`src/rtl/impact_sram_ctrl.sv`:
```
// impact_sram_ctrl: single-port SRAM bank sequencer.
// Runs precharge and access phases, then returns a one-cycle completion pulse.
module impact_sram_ctrl #(
  parameter int unsigned PRE_CYCLES = 2,
  parameter int unsigned ACC_CYCLES = 2
) (
  input  logic        wb_clk_i,
  input  logic        wb_rst_i,
  input  logic        req_valid,
  output logic        req_ready,
  input  logic        req_we,
  input  logic [9:0]  req_addr,
  input  logic [31:0] req_wdata,
  output logic        rsp_valid,
  output logic [31:0] rsp_rdata,
  output logic [9:0]  sram_addr,
  output logic        sram_wl_en,
  output logic        sram_pre,
  output logic        sram_read_en,
  output logic        sram_write_en,
  output logic [31:0] sram_din,
  input  logic [31:0] sram_dout
);

  // A zero length means one clock; lengths above 15 saturate.
  localparam int unsigned PRE_N =
    (PRE_CYCLES == 0) ? 1 : (PRE_CYCLES > 15) ? 15 : PRE_CYCLES;
  localparam int unsigned ACC_N =
    (ACC_CYCLES == 0) ? 1 : (ACC_CYCLES > 15) ? 15 : ACC_CYCLES;

  // Counter holds remaining clocks minus one in the current phase.
  localparam logic [3:0] PRE_LD = 4'(PRE_N - 1);
  localparam logic [3:0] ACC_LD = 4'(ACC_N - 1);

  typedef enum logic [1:0] {
    IDLE,
    PRE,
    ACC,
    DONE
  } state_t;

  state_t      state;
  state_t      state_nx;
  logic [3:0]  cnt;
  logic [3:0]  cnt_nx;
  logic        init_q;
  logic        we_q;
  logic        hs;
  logic        last;
  logic        cap;

  assign hs   = req_valid & req_ready;
  assign last = (cnt == 4'd0);
  assign cap  = (state == ACC) & last & ~we_q;

  // State and phase counter; reset drops back to IDLE at once.
  always_ff @(posedge wb_clk_i or posedge wb_rst_i) begin
    if (wb_rst_i) begin
      state <= IDLE;
      cnt   <= 4'd0;
    end else begin
      state <= state_nx;
      cnt   <= cnt_nx;
    end
  end

  // Holds req_ready low until the first edge after reset release.
  always_ff @(posedge wb_clk_i or posedge wb_rst_i) begin
    if (wb_rst_i) begin
      init_q <= 1'b0;
    end else begin
      init_q <= 1'b1;
    end
  end

  // Next-state and counter reload at each phase entry.
  always_comb begin
    state_nx = state;
    cnt_nx   = cnt;
    unique case (state)
      IDLE: begin
        if (hs) begin
          state_nx = PRE;
          cnt_nx   = PRE_LD;
        end
      end
      PRE: begin
        if (last) begin
          state_nx = ACC;
          cnt_nx   = ACC_LD;
        end else begin
          cnt_nx = cnt - 4'd1;
        end
      end
      ACC: begin
        if (last) begin
          state_nx = DONE;
          cnt_nx   = 4'd0;
        end else begin
          cnt_nx = cnt - 4'd1;
        end
      end
      DONE: begin
        state_nx = IDLE;
        cnt_nx   = 4'd0;
      end
      default: begin
        state_nx = IDLE;
        cnt_nx   = 4'd0;
      end
    endcase
  end

  // Request capture; address and data stay put until the next handshake.
  always_ff @(posedge wb_clk_i or posedge wb_rst_i) begin
    if (wb_rst_i) begin
      we_q      <= 1'b0;
      sram_addr <= 10'd0;
      sram_din  <= 32'd0;
    end else if (hs) begin
      we_q      <= req_we;
      sram_addr <= req_addr;
      sram_din  <= req_wdata;
    end
  end

  // Read data is sampled on the edge that closes the access phase.
  always_ff @(posedge wb_clk_i or posedge wb_rst_i) begin
    if (wb_rst_i) begin
      rsp_rdata <= 32'd0;
    end else if (cap) begin
      rsp_rdata <= sram_dout;
    end
  end

  // Strobes decode from state only, so they can never overlap.
  always_comb begin
    req_ready     = (state == IDLE) & init_q;
    sram_pre      = (state == PRE);
    sram_wl_en    = (state == ACC);
    sram_read_en  = (state == ACC) & ~we_q;
    sram_write_en = (state == ACC) & we_q;
    rsp_valid     = (state == DONE);
  end

endmodule

```
`config.mk`:
```
export PLATFORM = sky130hd
export DESIGN_NAME = impact_sram_ctrl
export DESIGN_NICKNAME = d
export VERILOG_FILES = /design/src/rtl/impact_sram_ctrl.sv
export SDC_FILE = /design/constraint.sdc
export NUM_CORES = 1
export LEC_CHECK = 0
export BUFFER_PORTS_ARGS = -buffer_cell sky130_fd_sc_hd__buf_2
export CAP_MARGIN = 0
export CORE_MARGIN = 5
export CORE_UTILIZATION = 28
export CTS_BUF_LIST = sky130_fd_sc_hd__clkbuf_16
export CTS_CLUSTER_DIAMETER = 200
export DETAILED_ROUTE_END_ITERATION = 10
export GPL_TIMING_DRIVEN = 0
export REMOVE_ABC_BUFFERS = 1
export SETUP_SLACK_MARGIN = 0.05
export SYNTH_ARGS = -nofsm -noshare
export SYNTH_HDL_FRONTEND = slang
export SYNTH_SLANG_ARGS = --single-unit
```
`constraint.sdc`:
```
create_clock -name wb_clk_i -period 2.9 [get_ports wb_clk_i]
set_input_delay 0.58 -clock wb_clk_i [delete_from_list [all_inputs] [get_ports wb_clk_i]]
set_output_delay 0.58 -clock wb_clk_i [all_outputs]
set_load 0.01 [all_outputs]
```
==> impl.org <==
** Finish
- Number of antenna repair diodes :: 0
- The library cell used most frequently in the layout, excluding fill and tap cells, is buf_2.
- Total non-filler cell area in the finished layout :: 0.004641 mm^2
- Most frequent cells in the layout :: buf_2 (157), dfrtp_1 (82), mux2_2 (46), mux2_4 (30), clkbuf_16 (9)
- Area grow syn2layout :: 37.02%
- Of the cells placed in the final design, the portion with a size suffix greater than 1 is 0.6863.
- In the final design database the tool counted 453 nets.

** Die
- The die covers 0.01440 mm^2.
- Count of boundary I/O pins :: 158
- Floorplan core area :: 0.01191 mm^2
- Total number of placement rows :: 40
- The die is 120.0 um wide.
- Chip Height :: 120.0 um
- For this configuration, the core starts out at a cell density of 0.2843.

** Clocking
- CTS tree :: yes
- Number of buffers inserted to repair setup after CTS :: 0
- In this run the clock root is driven by a clkbuf_16.
- Buffers inserted during clock tree synthesis total 9.
- Clock sink count :: 82
- The H-tree was split into 3 levels.
- After clock tree synthesis, the repair step resized 0 gates.
- The clock passes through at most 2 buffers.
- In this run, post-CTS hold repair placed 0 buffers.
- Clock-pin slew was measured on the worst setup and hold paths at 0.06 ns.
- The later pin in the worst-skew pair is clocked with a latency of 0.33 ns.

** Yosys
- Flop and latch count out of synthesis :: 82
- The share of the Yosys chip area taken by registers is 0.6058.
- Count of mapped cells out of synthesis :: 205
- Synth cell types :: 30
- By area the synthesized netlist is led by dfrtp_1 (61%), mux2_2 (15%), mux2_4 (13%), ha_1 (2.6%), buf_6 (1.0%).
- After synthesis the cells add up to 0.003387 mm^2.
- The biggest area contributor in the post-synthesis netlist is dfrtp_1.
- Averaged over all synthesized cells, the footprint is 16.52 um^2.
- Share of Yosys cell area claimed by the top area cell type :: 0.6058
- For this run, the number of Yosys warnings is 0.

** Outcome
- Result of the run :: finished clean

** Power and ir drop
- Areal power density over the cells :: 1158 mW/mm^2
- Total power for the finished layout comes to 0.005376 W.
- Total leakage power :: 2.396 nW
- VDD sags by at most 0.4233 mV.

** Route
- After the first detailed-routing iteration, the DRC count stood at 42.
- The routed layout has 2212 vias.
- Average detailed-routed wire length per instance :: 13.75 um
- Router iterations before antenna repair :: 4
- The detail route stage leaves a number of antenna-violating nets equal to 0.
- For this run, design rule violations remaining after detail routing come to 0.
- The final layout contains routed wiring with a total length of 7.150 mm.
- Number of vias per cell after detailed routing :: 4.254

** Global routing
- Overflow after GRT :: 0
- The first global-routing pass estimated 11.67 mm of wire.
- The initial antenna violation count was 0.
- The number of global-route vias before repair was 2360.
- Across every metal layer, demand over resource in global routing totals 0.1004.
- Maximum number of pins on one net before global-route repair :: 46

** Min path
- Kind of path behind the tightest hold check :: primary input to async pin

** Critical path
- Maximum net fanout on the critical path :: 32
- The number of cells on the worst reg-to-reg path is 5.
- STA puts the critical path data required time at 3.11 ns.
- In this run the critical register-to-register path is captured at rsp_rdata[2].
- The worst setup path is launched from a register.
- Critical Path End Type :: register
- The critical path is of the register to register type.
- For flop-to-flop paths, the worst setup slack is 0.59 ns.
- Launching point of the worst reg2reg path :: cnt[0]
- Data on the critical path arrives at its endpoint at 2.52 ns.

** STA
- The number of pins exceeding their max-slew limit in the final report is 0.
- Final hold violation count :: 0
- Of the available clock period, the critical path in the final layout requires 0.7971.
- Final setup skew :: 0.009257 ns
- Setup violations remaining at the end of the flow were counted as 0.
- The worst path needs 2.312 ns of the cycle, external delays included.
- Highest clock frequency the design can meet :: 0.4326 GHz
- Remaining max-slew budget at the tightest pin :: 0.2992
- For the pin with the worst max-slew slack, the measured transition is 1.048 ns.
- Setup repair after global routing left no endpoint under its margin.

** Placement
- During placement, the flow inserted port buffers numbering 157.
- Placer Congestion :: 0.7324
- Summing all placed instances gives a cell area of 0.004355 mm^2.
- Once detailed placement completed, the half-perimeter wirelength came to 5.380 mm.

** Flow run
- Max cap viols :: 0
[worst max-delay path by stage]
stage,startpoint,end,slack [ns],cells after the start
floorplan,wb_rst_i,cnt[0],0.21,1
global placement,wb_rst_i,init_q,-0.77,2
detailed placement,state[0],rsp_rdata[6],0.55,5
CTS,cnt[0],rsp_rdata[9],0.53,5
global route,cnt[0],rsp_rdata[11],0.40,5
finish,cnt[0],rsp_rdata[2],0.59,5
[metal layers]
| metal | vias to the layer above | global-route usage | routed length, um |
|---|---|---|---|
| li1 | 1055 | - | - |
| met1 | 1036 | 0.1334 | 3151 |
| met3 | 11 | 0.03629 | 730 |
| met4 | 0 | 0.04939 | 149 |
| met5 | - | 0 | 0 |
| met2 | 110 | 0.1440 | 3119 |
[area by class of cell]
cell class	instances	area (um^2)
clock inverter	7	60.06
timing repair buffer	159	833.3
multi-input combinational	111	1265
tap	147	183.9
sequential	82	2052
fill	1158	7271
inverter	5	21.27
clock buffer	9	225.2
[cells in the mapped netlist, drive strengths merged]
| library cell | instances |
|---|---|
| o41ai | 1 |
| ha | 7 |
| or3 | 1 |
| a21boi | 1 |
| o21ai | 2 |
| nor2 | 1 |
| or3b | 1 |
| mux2 | 76 |
| conb | 1 |
| and2 | 2 |
| o31ai | 1 |
| a21oi | 2 |
| a21bo | 1 |
| nor3b | 1 |
| inv | 5 |
| nand2 | 4 |
| dfrtp | 82 |
| buf | 7 |
| and2b | 1 |
| o31a | 1 |
| o2bb2ai | 1 |
| nand3b | 1 |
| a2111oi | 3 |
| a211oi | 1 |
| nor4 | 1 |
[cells by family (layout without fill, tap and decap cells)]
logic type	Yosys count	in the layout	share of synthesized area
mux	76	76	0.2859
flops	82	82	0.6058
compound gates	14	14	0.03362
fa+ha+maj	7	7	0.02586
simple gates	13	13	0.02623
buf+inv	12	180	0.02143
other cells	1	1	0.001107
[power by group]
group	leakage (nW)	total [W]	switching [W]	internal (W)
Combinational	1.28	0.00225	0.000993	0.00126
Sequential	0.976	0.00204	0.000309	0.00173
Clock	0.140	0.00109	0.000432	0.000656
Total	2.40	0.00538	0.00173	0.00364
[registers in the layout, indices dropped and copies added, names as in the netlist]
register,flops
rsp_rdata,32
sram_din,32
sram_addr,10
cnt,4
state,2
init_q,1
we_q,1
[critical path: stages, from the launching register on]
cell and delay (ns):
dfrtp_1 0.42, inv_1 0.14, ha_1 0.18, nor3b_4 0.27, nand2_2 0.62, mux2_4 0.53
[stage by stage]
step           utilization  setup TNS, ns  setup slack, ns  hold WS [ns]  cells
2_1_floorplan            -              0           0.2116        0.4871    198
3_5_place_dp        0.3657              0           0.5522        0.4868    504
4_1_cts             0.3896              0           0.5250        0.2967    520
6_report            0.3896              0           0.5884        0.2852    520
5_1_grt             0.3896              0           0.4042        0.3162    520
3_3_place_gp        0.3612         -62.79          -0.7727        0.4819    502
Note: power is estimated with default switching activity, not from simulation.
